===== src/rtl/alu_pipelined_unit_pkg.sv =====
// Shared types and build defaults for the pipelined integer ALU unit.
package alu_pipelined_unit_pkg;

    typedef enum logic [1:0] {
        LogicAdd = 2'b00,
        LogicXor = 2'b01,
        LogicOr  = 2'b10,
        LogicAnd = 2'b11
    } alu_logic_op_t;

    localparam int unsigned ALU_STAGES_DEFAULT    = 2;
    localparam int unsigned ENABLE_MINMAX_DEFAULT = 1;

endpackage


===== src/rtl/alu_pipelined_unit_shifter.sv =====
// Barrel shifter: logical/arithmetic right shift, with the result bit-reversed for left shifts
// (decode pre-reverses the source in that case).
module alu_pipelined_unit_shifter #(
    parameter int unsigned XLEN = 32
) (
    input  logic [XLEN-1:0]         data_i,
    input  logic [$clog2(XLEN)-1:0] amount_i,
    input  logic                    arith_i,
    input  logic                    lshift_i,
    output logic [XLEN-1:0]         result_o
);

    logic            fill;
    logic [XLEN-1:0] shifted;

    always_comb begin
        fill    = arith_i & data_i[XLEN-1];
        shifted = '0;
        for (int i = 0; i < int'(XLEN); i++) begin
            shifted[i] = ((i + int'(amount_i)) < int'(XLEN)) ? data_i[i + int'(amount_i)] : fill;
        end
        result_o = '0;
        for (int i = 0; i < int'(XLEN); i++) begin
            result_o[i] = lshift_i ? shifted[int'(XLEN) - 1 - i] : shifted[i];
        end
    end

endmodule


===== src/rtl/alu_pipelined_unit.sv =====
// Pipelined integer ALU: single-cycle combinational result, then STAGES register slots with a
// valid/ack writeback handshake that absorbs stalls without loss or reordering.
module alu_pipelined_unit
    import alu_pipelined_unit_pkg::*;
#(
    parameter int unsigned XLEN          = 32,
    parameter int unsigned ID_W          = 3,
    parameter int unsigned STAGES        = ALU_STAGES_DEFAULT,
    parameter int unsigned ENABLE_MINMAX = ENABLE_MINMAX_DEFAULT
) (
    input  logic                    clk_i,
    input  logic                    rst_i,
    input  logic                    issue_valid_i,
    output logic                    issue_ready_o,
    input  logic [ID_W-1:0]         issue_id_i,
    input  logic [XLEN:0]           in1_i,
    input  logic [XLEN:0]           in2_i,
    input  logic [XLEN-1:0]         shifter_in_i,
    input  logic [$clog2(XLEN)-1:0] shift_amount_i,
    input  alu_logic_op_t           logic_op_i,
    input  logic                    subtract_i,
    input  logic                    arith_i,
    input  logic                    lshift_i,
    input  logic                    shifter_path_i,
    input  logic                    slt_path_i,
    input  logic                    minmax_en_i,
    input  logic                    minmax_max_i,
    output logic                    wb_done_o,
    output logic [ID_W-1:0]         wb_id_o,
    output logic [XLEN-1:0]         wb_rd_o,
    input  logic                    wb_ack_i
);

    typedef struct packed {
        logic            valid;
        logic [ID_W-1:0] id;
        logic [XLEN-1:0] result;
    } alu_stage_t;

    logic            minmax_sel;
    logic            sub;
    logic [XLEN:0]   op_a;
    logic [XLEN:0]   op_b;
    logic [XLEN:0]   adder;
    logic            lt;
    logic [XLEN-1:0] shift_res;
    logic [XLEN-1:0] result;

    alu_pipelined_unit_shifter #(
        .XLEN (XLEN)
    ) u_shifter (
        .data_i   (shifter_in_i),
        .amount_i (shift_amount_i),
        .arith_i  (arith_i),
        .lshift_i (lshift_i),
        .result_o (shift_res)
    );

    always_comb begin
        minmax_sel = (ENABLE_MINMAX != 0) && minmax_en_i;
        // min/max needs the comparison, so it always runs the adder as a subtractor
        sub  = subtract_i | minmax_sel;
        op_b = '0;
        case (logic_op_i)
            LogicXor: op_a = in1_i ^ in2_i;
            LogicOr:  op_a = in1_i | in2_i;
            LogicAnd: op_a = in1_i & in2_i;
            default: begin
                op_a = in1_i;
                op_b = in2_i ^ {(XLEN + 1){sub}};
            end
        endcase
        adder = op_a + op_b + {{XLEN{1'b0}}, sub};
        lt    = adder[XLEN];

        if (minmax_sel) begin
            result = (lt ^ minmax_max_i) ? in1_i[XLEN-1:0] : in2_i[XLEN-1:0];
        end else if (slt_path_i) begin
            result = {{(XLEN - 1){1'b0}}, lt};
        end else if (shifter_path_i) begin
            result = shift_res;
        end else begin
            result = adder[XLEN-1:0];
        end
    end

    alu_stage_t stage_q  [STAGES];
    alu_stage_t stage_in [STAGES];
    logic       load     [STAGES];

    // A slot loads when it is empty or its content moves on this cycle, which collapses bubbles.
    always_comb begin
        stage_in[0].valid  = issue_valid_i;
        stage_in[0].id     = issue_id_i;
        stage_in[0].result = result;
        for (int k = 1; k < int'(STAGES); k++) begin
            stage_in[k] = stage_q[k-1];
        end
        load[STAGES-1] = !stage_q[STAGES-1].valid || wb_ack_i;
        for (int k = int'(STAGES) - 2; k >= 0; k--) begin
            load[k] = !stage_q[k].valid || load[k+1];
        end
    end

    always_ff @(posedge clk_i or posedge rst_i) begin
        if (rst_i) begin
            for (int k = 0; k < int'(STAGES); k++) begin
                stage_q[k] <= '0;
            end
        end else begin
            for (int k = 0; k < int'(STAGES); k++) begin
                if (load[k]) begin
                    stage_q[k].valid <= stage_in[k].valid;
                    if (stage_in[k].valid) begin
                        stage_q[k].id     <= stage_in[k].id;
                        stage_q[k].result <= stage_in[k].result;
                    end
                end
            end
        end
    end

    assign issue_ready_o = load[0];
    assign wb_done_o     = stage_q[STAGES-1].valid;
    assign wb_id_o       = stage_q[STAGES-1].id;
    assign wb_rd_o       = stage_q[STAGES-1].result;

endmodule

===== config.mk =====
export PLATFORM = sky130hd
export DESIGN_NAME = alu_pipelined_unit
export DESIGN_NICKNAME = d
export VERILOG_FILES = /design/src/rtl/alu_pipelined_unit_pkg.sv /design/src/rtl/alu_pipelined_unit_shifter.sv /design/src/rtl/alu_pipelined_unit.sv
export SDC_FILE = /design/constraint.sdc
export NUM_CORES = 1
export LEC_CHECK = 0
export CELL_PAD_IN_SITES_DETAIL_PLACEMENT = 2
export CELL_PAD_IN_SITES_GLOBAL_PLACEMENT = 2
export CORE_MARGIN = 3
export CORE_UTILIZATION = 39
export DETAILED_ROUTE_END_ITERATION = 7
export PLACE_DENSITY = 0.86
export SYNTH_ARGS = -nofsm -noshare
export SYNTH_HDL_FRONTEND = slang
export SYNTH_HIERARCHICAL = 1
export SYNTH_SLANG_ARGS = --single-unit
export TNS_END_PERCENT = 50

===== constraint.sdc =====
create_clock -name clk_i -period 4.5 [get_ports clk_i]
set_input_delay 0.9 -clock clk_i [delete_from_list [all_inputs] [get_ports clk_i]]
set_output_delay 0.9 -clock clk_i [all_outputs]
set_load 0.1 [all_outputs]

==> results.json, run 1 <==
{
  "status": "aborted with a tool error",
  "lastStage": "4_1_cts",
  "error": "[ERROR DPL-0033] detailed placement checks failed during check placement.",
  "async_reset_ff_frac": 1.000,
  "synth_enable_flop_cells": 0,
  "post_cts_buffers": 26,
  "seq_area_frac_synth": 0.1442,
  "syn_inst": 1405,
  "yosys-top-cells-area": "mux4_2 (17%), dfrtp_1 (14%), ha_1 (12%), mux2i_1 (7.5%), mux2_2 (5.3%)",
  "ioPinCount": 156,
  "cts-root-buf": "clkbuf_16",
  "synthTopCellsByCount": "inv_1 (120), ha_1 (115), nand2_1 (105)",
  "post-place-ws_ns": -1.782,
  "ctsHoldBuffers": 0,
  "avgSynthCellArea_sq_um": 8.893,
  "synth_ff_type": "dfrtp_1",
  "cts_sinks": 72,
  "globalplace.congestion": 0.9502,
  "synth.most_common_cell": "inv_1",
  "ctsResizeCount": 163,
  "std_cell_rows": 64,
  "start_util": 0.4021,
  "cts_made_buffers": 9,
  "synth-warning-count": 6,
  "ys_ff_latch": 72,
  "synth_top_area_cell": "mux4_2",
  "die_width_um": 185.0,
  "cts_buffer_depth": 2,
  "syn-num-nets": 1641,
  "dpl.hpwl_um": 57890,
  "netlist_area_sq_mm": 0.01249,
  "port_buffers": 155,
  "placed_area_sq_mm": 0.01644,
  "yosysUniqueCellTypes": 83,
  "netlist.area_leader.share": 0.1676,
  "die_h_um": 185.0,
  "cts_max_level": 3
}
## cells by family after synthesis
group / count (synthesis) / share of synthesized area
AO/OA/AOI/OAI: 333 / 0.1772
XOR/XNOR: 87 / 0.06159
adder cells (fa/ha/maj): 117 / 0.1184
buffers and inverters: 217 / 0.07190
flip-flops: 72 / 0.1442
multiplexers: 249 / 0.3037
AND/OR/NAND/NOR: 330 / 0.1231
## metrics by stage
stage,util,cells
floorplan,-,1405
global placement,0.5292,2152
detailed placement,0.5292,2152
==> run 2: changes to the inputs <==
CELL_PAD_IN_SITES_DETAIL_PLACEMENT = default   (was 2)
CELL_PAD_IN_SITES_GLOBAL_PLACEMENT = default   (was 2)
CORE_UTILIZATION = 35   (was 39)
PLACE_DENSITY = default   (was 0.86)
PLACE_DENSITY_LB_ADDON = 0.15   (was default)
==> run 2 against run 1 <==
The flow now finishes, with violations (negative setup slack). Synthesized cell count did not move. Synthesized area did not move.
==> results.json, run 2 <==
{
  "drc": 0,
  "drtAntennaViolNets": 0,
  "antenna_found_initial": 0,
  "drive_gt1_frac": 0.3266,
  "avgSynthCellArea_sq_um": 8.893,
  "tightest_slew_ns": 1.031,
  "clk_pin_slew_ns": 0.06,
  "tritoncts": "built",
  "placed_area_sq_mm": 0.01647,
  "rr_worst_depth": 8,
  "seq_area_frac_synth": 0.1442,
  "crit_slowest_cell": "mux4_2",
  "finalCritPeriodShare": 1.004,
  "die_h_um": 194.9,
  "wl_met3_um": 3707,
  "final_common_cell": "buf_4",
  "cts-root-buf": "clkbuf_16",
  "m1WireLength_um": 23070,
  "yosysUniqueCellTypes": 83,
  "wl_um": 47980,
  "avgViaCountPerCell": 5.617,
  "finalNetCount": 2019,
  "status": "complete, but fails checks",
  "grt_pass1_wl_um": 72840,
  "grt_overflow": 0,
  "seq_area_sq_mm": 0.001802,
  "ys_ff_latch": 72,
  "die_area_sq_mm": 0.03800,
  "worst_slack_ns": -0.01913,
  "netlist_area_sq_mm": 0.01249,
  "die_width_um": 194.9,
  "worst-path-buf-inv": 5,
  "hold_path.class": "reg -> reg",
  "multi_input_area_sq_mm": 0.01019,
  "yosys-top-cells-area": "mux4_2 (17%), dfrtp_1 (14%), ha_1 (12%), mux2i_1 (7.5%), mux2_2 (5.3%)",
  "ctsHoldBuffers": 0,
  "clkLatencyLatePin_ns": 0.34,
  "synth_enable_flop_cells": 0,
  "dpl.hpwl_um": 38240,
  "largest_reg_flops": 36,
  "design_area_sq_mm": 0.01744,
  "num_vias": 12600,
  "period_minus_slack_ns": 4.519,
  "crit_path_cell_trace": "clkdlybuf4s15_1 -> inv_1 -> ha_1 -> mux4_2 -> ha_4 -> nand4_1 -> or2_4 -> nor4b_4 -> a2111oi_4 -> buf_4 -> or2_4 -> o221a_4 -> xnor2_4 -> buf_12 -> buf_12 -> nor3b_1 -> a31oi_1 -> a22o_1",
  "synth_top_area_cell": "mux4_2",
  "path_class": "in -> reg",
  "skew_ns": 0.006853,
  "cp_top_family": "simple AND/OR/NAND/NOR gates",
  "final_cell_mix": "buf_4 (281), clkdlybuf4s50_1 (112), nand2_1 (104)",
  "post-place-ws_ns": -0.6520,
  "synth-warning-count": 6,
  "syn_inst": 1405,
  "grt_pass1_vias": 12310,
  "finalMaxSlewViolations": 0,
  "power.density_mw_per_mm2": 292.4,
  "syn-num-nets": 1641,
  "failed_checks": "negative setup slack",
  "std_cell_rows": 68,
  "synthTopCellsByCount": "inv_1 (120), ha_1 (115), nand2_1 (105)",
  "total_power_mw": 5.100,
  "grt_max_degree": 53,
  "ir_drop_uv": 383.0,
  "setup_viol": 2,
  "worstSetupPathDepth": 18,
  "grt_use_total": 0.2435,
  "drv_cap": 0,
  "core_area_sq_mm": 0.03488,
  "holdWs_ns": 0.4705,
  "met2_wirelength_um": 20320,
  "highest_layer": "met4",
  "rsz0062_at_grt": "true",
  "crit_path_end_kind": "flip-flop",
  "critPathArrivalTime_ns": 4.75,
  "cts_buffer_depth": 2,
  "antenna_cells": 0,
  "hold_viol_final": 0,
  "wire_per_inst_um": 21.39,
  "netlist.area_leader.share": 0.1676,
  "start_kind": "primary input",
  "critPathMaxFanout": 6,
  "total_leakage_power_nw": 7.932,
  "synth_ff_type": "dfrtp_1",
  "hold_depth": 2,
  "fillers": 3286,
  "synth.most_common_cell": "inv_1",
  "max_freq_ghz": 0.2213,
  "syn2layout_area_growth_pct": 39.62,
  "relSlewSlack": 0.3125,
  "initialDrtViolationCount": 1068,
  "cpPeakStageDelay_ns": 0.50,
  "cp.required_ns": 4.73,
  "async_reset_ff_frac": 1.000,
  "cts_max_level": 3,
  "cts_sinks": 72,
  "ioPinCount": 156,
  "globalplace.congestion": 0.9057,
  "cts_made_buffers": 9,
  "start_util": 0.3582,
  "port_buffers": 155,
  "drt-pass1-iter-count": 5
}
-- run 2: cell counts after synthesis --
No cell type changed its count.
-- run 2: worst paths after layout --
path | startpoint | to | slack [ns]
max in group asynchronous | rst_i | stage_in[26] | 2.68
max reg2reg | wb_done_o | stage_in[20] | 2.27
min | stage_in[33] | stage_in[33] | 0.47
min in group asynchronous | rst_i | wb_id_o[2] | 0.98
min reg2reg | stage_in[33] | stage_in[33] | 0.47
max | in2_i[11] | stage_in[0] | -0.02
-- run 2: worst reg2reg max path, stage by stage, from the launching register on --
cell      delay [ns]
dfrtp_1         0.39
nand3b_1        0.15
nand2_1         0.12
nor3_2          0.12
buf_4           0.32
nand2_1         0.44
o21ai_0         0.48
a21oi_1         0.07
o21ai_1         0.09
-- run 2: cells by family after synthesis --
| group | Yosys count | share of synthesized area |
|---|---|---|
| DFF | 72 | 0.1442 |
| AOI/OAI and AO/OA | 333 | 0.1772 |
| and+or+nand+nor | 330 | 0.1231 |
| adders and majority gates | 117 | 0.1184 |
| buffers and inverters | 217 | 0.07190 |
| xor gates and xnor gates | 87 | 0.06159 |
| muxes | 249 | 0.3037 |
-- run 2: through the flow --
| stage | instances | TNS [ns] | util |
|---|---|---|---|
| 2_1_floorplan | 1405 | 0 | - |
| 3_3_place_gp | 2202 | -16.84 | 0.4721 |
| 3_5_place_dp | 2202 | -18.74 | 0.4721 |
| 4_1_cts | 2230 | -3.934 | 0.4885 |
| 5_1_grt | 2243 | -0.5915 | 0.5001 |
| 6_report | 2243 | -0.03094 | 0.5001 |
-- run 2: per-layer routing --
metal  up-vias  track usage
met2       485       0.3557
met5         -            0
met3        50      0.05322
li1       5934            -
met1      6130       0.3689
met4         0      0.04964
-- run 2: final cells by class --
class                      count  share of cell area
inverter                     123             0.02661
sequential                    72              0.1033
tap                          455             0.03264
timing repair buffer         461              0.2360
multi-input combinational   1116              0.5841
clock inverter                 6            0.003730
clock buffer                  10             0.01370
-- run 2: repair_timing --
item | 4_1_cts | 5_1_grt
gates resized for setup | 70 | 95
cloned | 1 | 3
pin swaps | 22 | 44
setup buffers | 11 | 11
setup endpoints to repair | 32 | 32
endpoints found under the hold margin | 0 | 0
-- run 2: where the power goes --
part / internal, mW / switching [mW]
registers: 0.815 / 0.142
logic: 1.40 / 2.00
clock network: 0.446 / 0.295
Note: power is estimated with default switching activity, not from simulation.
==> run 3: changes to the inputs <==
DONT_BUFFER_PORTS = 1   (was default)
==> run 3 against run 2 <==
The flow now finishes without violations. Routed wire length down 7.2%. Sequential cell count unchanged. Clock skew about the same. Critical path type unchanged. Largest cell class unchanged.
==> results.json, run 3 (synthesis gave the netlist of run 2 again) <==
{
  "status": "complete, no violations",
  "critPathMaxFanout": 13,
  "grt_pass1_vias": 10820,
  "setup_viol": 0,
  "drv_cap": 0,
  "antenna_found_initial": 0,
  "avgViaCountPerCell": 5.968,
  "total_leakage_power_nw": 5.917,
  "grt_max_degree": 55,
  "drc": 0,
  "finalMaxSlewViolations": 0,
  "antenna_cells": 0,
  "finalCritPeriodShare": 0.9580,
  "final_cell_mix": "inv_1 (119), ha_1 (115), nand2_1 (104)",
  "wl_um": 44530,
  "drt-pass1-iter-count": 5,
  "dpl.hpwl_um": 35290,
  "seq_area_sq_mm": 0.001802,
  "post_cts_buffers": 0,
  "grt_overflow": 0,
  "syn2layout_area_growth_pct": 8.352,
  "crit_slowest_cell": "mux4_2",
  "cp_top_family": "compound AO/OA/AOI/OAI gates",
  "die_width_um": 194.9,
  "tightest_slew_ns": 1.004,
  "wire_per_inst_um": 24.03,
  "cpPeakStageDelay_ns": 0.52,
  "initialDrtViolationCount": 963,
  "largest_reg_flops": 36,
  "hold_viol_final": 0,
  "drive_gt1_frac": 0.1953,
  "relSlewSlack": 0.3307,
  "ir_drop_uv": 292.4,
  "std_cell_rows": 68,
  "final_common_cell": "inv_1",
  "power.density_mw_per_mm2": 313.2,
  "cts-root-buf": "clkbuf_16",
  "use_met2": 0.3310,
  "start_kind": "primary input",
  "drtAntennaViolNets": 0,
  "cp.required_ns": 4.75,
  "max_freq_ghz": 0.2320,
  "cts_made_buffers": 9,
  "crit_path_end_kind": "flip-flop",
  "cts_buffer_depth": 2,
  "cts_sinks": 72,
  "skew_ns": 0.007195,
  "met1_usage": 0.3520,
  "hold_path.class": "reg -> reg",
  "fillers": 3542,
  "grt_use_total": 0.2310,
  "rsz0062_at_grt": "true",
  "ioPinCount": 156,
  "finalNetCount": 1629,
  "placed_area_sq_mm": 0.01325,
  "design_area_sq_mm": 0.01354,
  "globalplace.congestion": 0.8911,
  "busiest_layer": "met1",
  "die_area_sq_mm": 0.03800,
  "total_power_mw": 4.240,
  "port_buffers": 0,
  "critPathArrivalTime_ns": 4.56,
  "tritoncts": "built",
  "worst-path-buf-inv": 2,
  "crit_path_cell_trace": "inv_1 -> ha_1 -> mux4_2 -> fa_2 -> fa_2 -> a21o_1 -> a31oi_4 -> nor4b_4 -> a2111oi_4 -> o21ai_2 -> o221a_4 -> xnor2_4 -> buf_12 -> mux2i_1 -> o21ai_0 -> a21o_1",
  "grt_pass1_wl_um": 68730,
  "period_minus_slack_ns": 4.311,
  "setup_tns_ns": 0,
  "cts_max_level": 3,
  "num_vias": 11060,
  "die_h_um": 194.9,
  "core_area_sq_mm": 0.03488,
  "grtUsageMet3": 0.05998,
  "start_util": 0.3582,
  "multi_input_area_sq_mm": 0.009846,
  "holdWs_ns": 0.4751,
  "path_class": "in -> reg",
  "clk_pin_slew_ns": 0.07,
  "clkLatencyLatePin_ns": 0.35
}
[run 3: area by class of cell]
| cell class | count | area share |
|---|---|---|
| Tap cell | 455 | 0.04205 |
| Inverter | 123 | 0.03420 |
| Clock buffer | 9 | 0.01664 |
| Multi-Input combinational cell | 1116 | 0.7273 |
| Timing Repair Buffer | 71 | 0.04214 |
| Clock inverter | 7 | 0.004621 |
| Sequential cell | 72 | 0.1331 |
[run 3: metal layers]
layer	vias up	part of all wire
li1	5144	-
met1	5420	0.47
met2	459	0.42
met3	35	0.094
met4	0	0.015
met5	-	0
[run 3: path summary, 6_finish.rpt]
path                              start      endpoint  slack [ns]  depth (start not counted)
min in group asynchronous         rst_i   wb_rd_o[13]        0.63                          1
setup / recovery               in1_i[0]  stage_in[25]        0.19                         16
max in group asynchronous         rst_i  stage_in[32]        3.03                          2
hold / removal             stage_in[32]  stage_in[32]        0.48                          2
setup reg to reg              wb_done_o  stage_in[20]        1.67                          9
hold reg to reg            stage_in[32]  stage_in[32]        0.48                          2
[run 3: worst register-to-register path, cell delays in order (launching register included)]
cell and delay, ns:
dfrtp_1 0.36, buf_4 0.23, nand3b_1 0.12, buf_4 0.31, nand2_2 0.40, nor3_2 0.27
nand2_1 0.41, o21ai_0 0.49, a21oi_1 0.06, o21ai_0 0.09
[run 3: where the power goes]
group	total (mW)	internal (mW)	leakage [nW]	switching, mW
clock network	0.723	0.385	0.133	0.337
registers	1.72	0.796	0.908	0.919
logic	1.80	0.864	4.88	0.938
[run 3: timing repair]
item	4_1_cts	5_1_grt
setup endpoints to repair	0	3
hold buffers	0	0
resized for setup	0	2
[run 3: through the flow]
stage / utilization / worst slack [ns] / cells
floorplan: - / 0.02247 / 1405
global placement: 0.3797 / -0.1323 / 1837
detailed placement: 0.3797 / -0.1894 / 1837
CTS: 0.3880 / 0.1810 / 1853
global route: 0.3881 / -0.01830 / 1853
finish: 0.3881 / 0.1891 / 1853
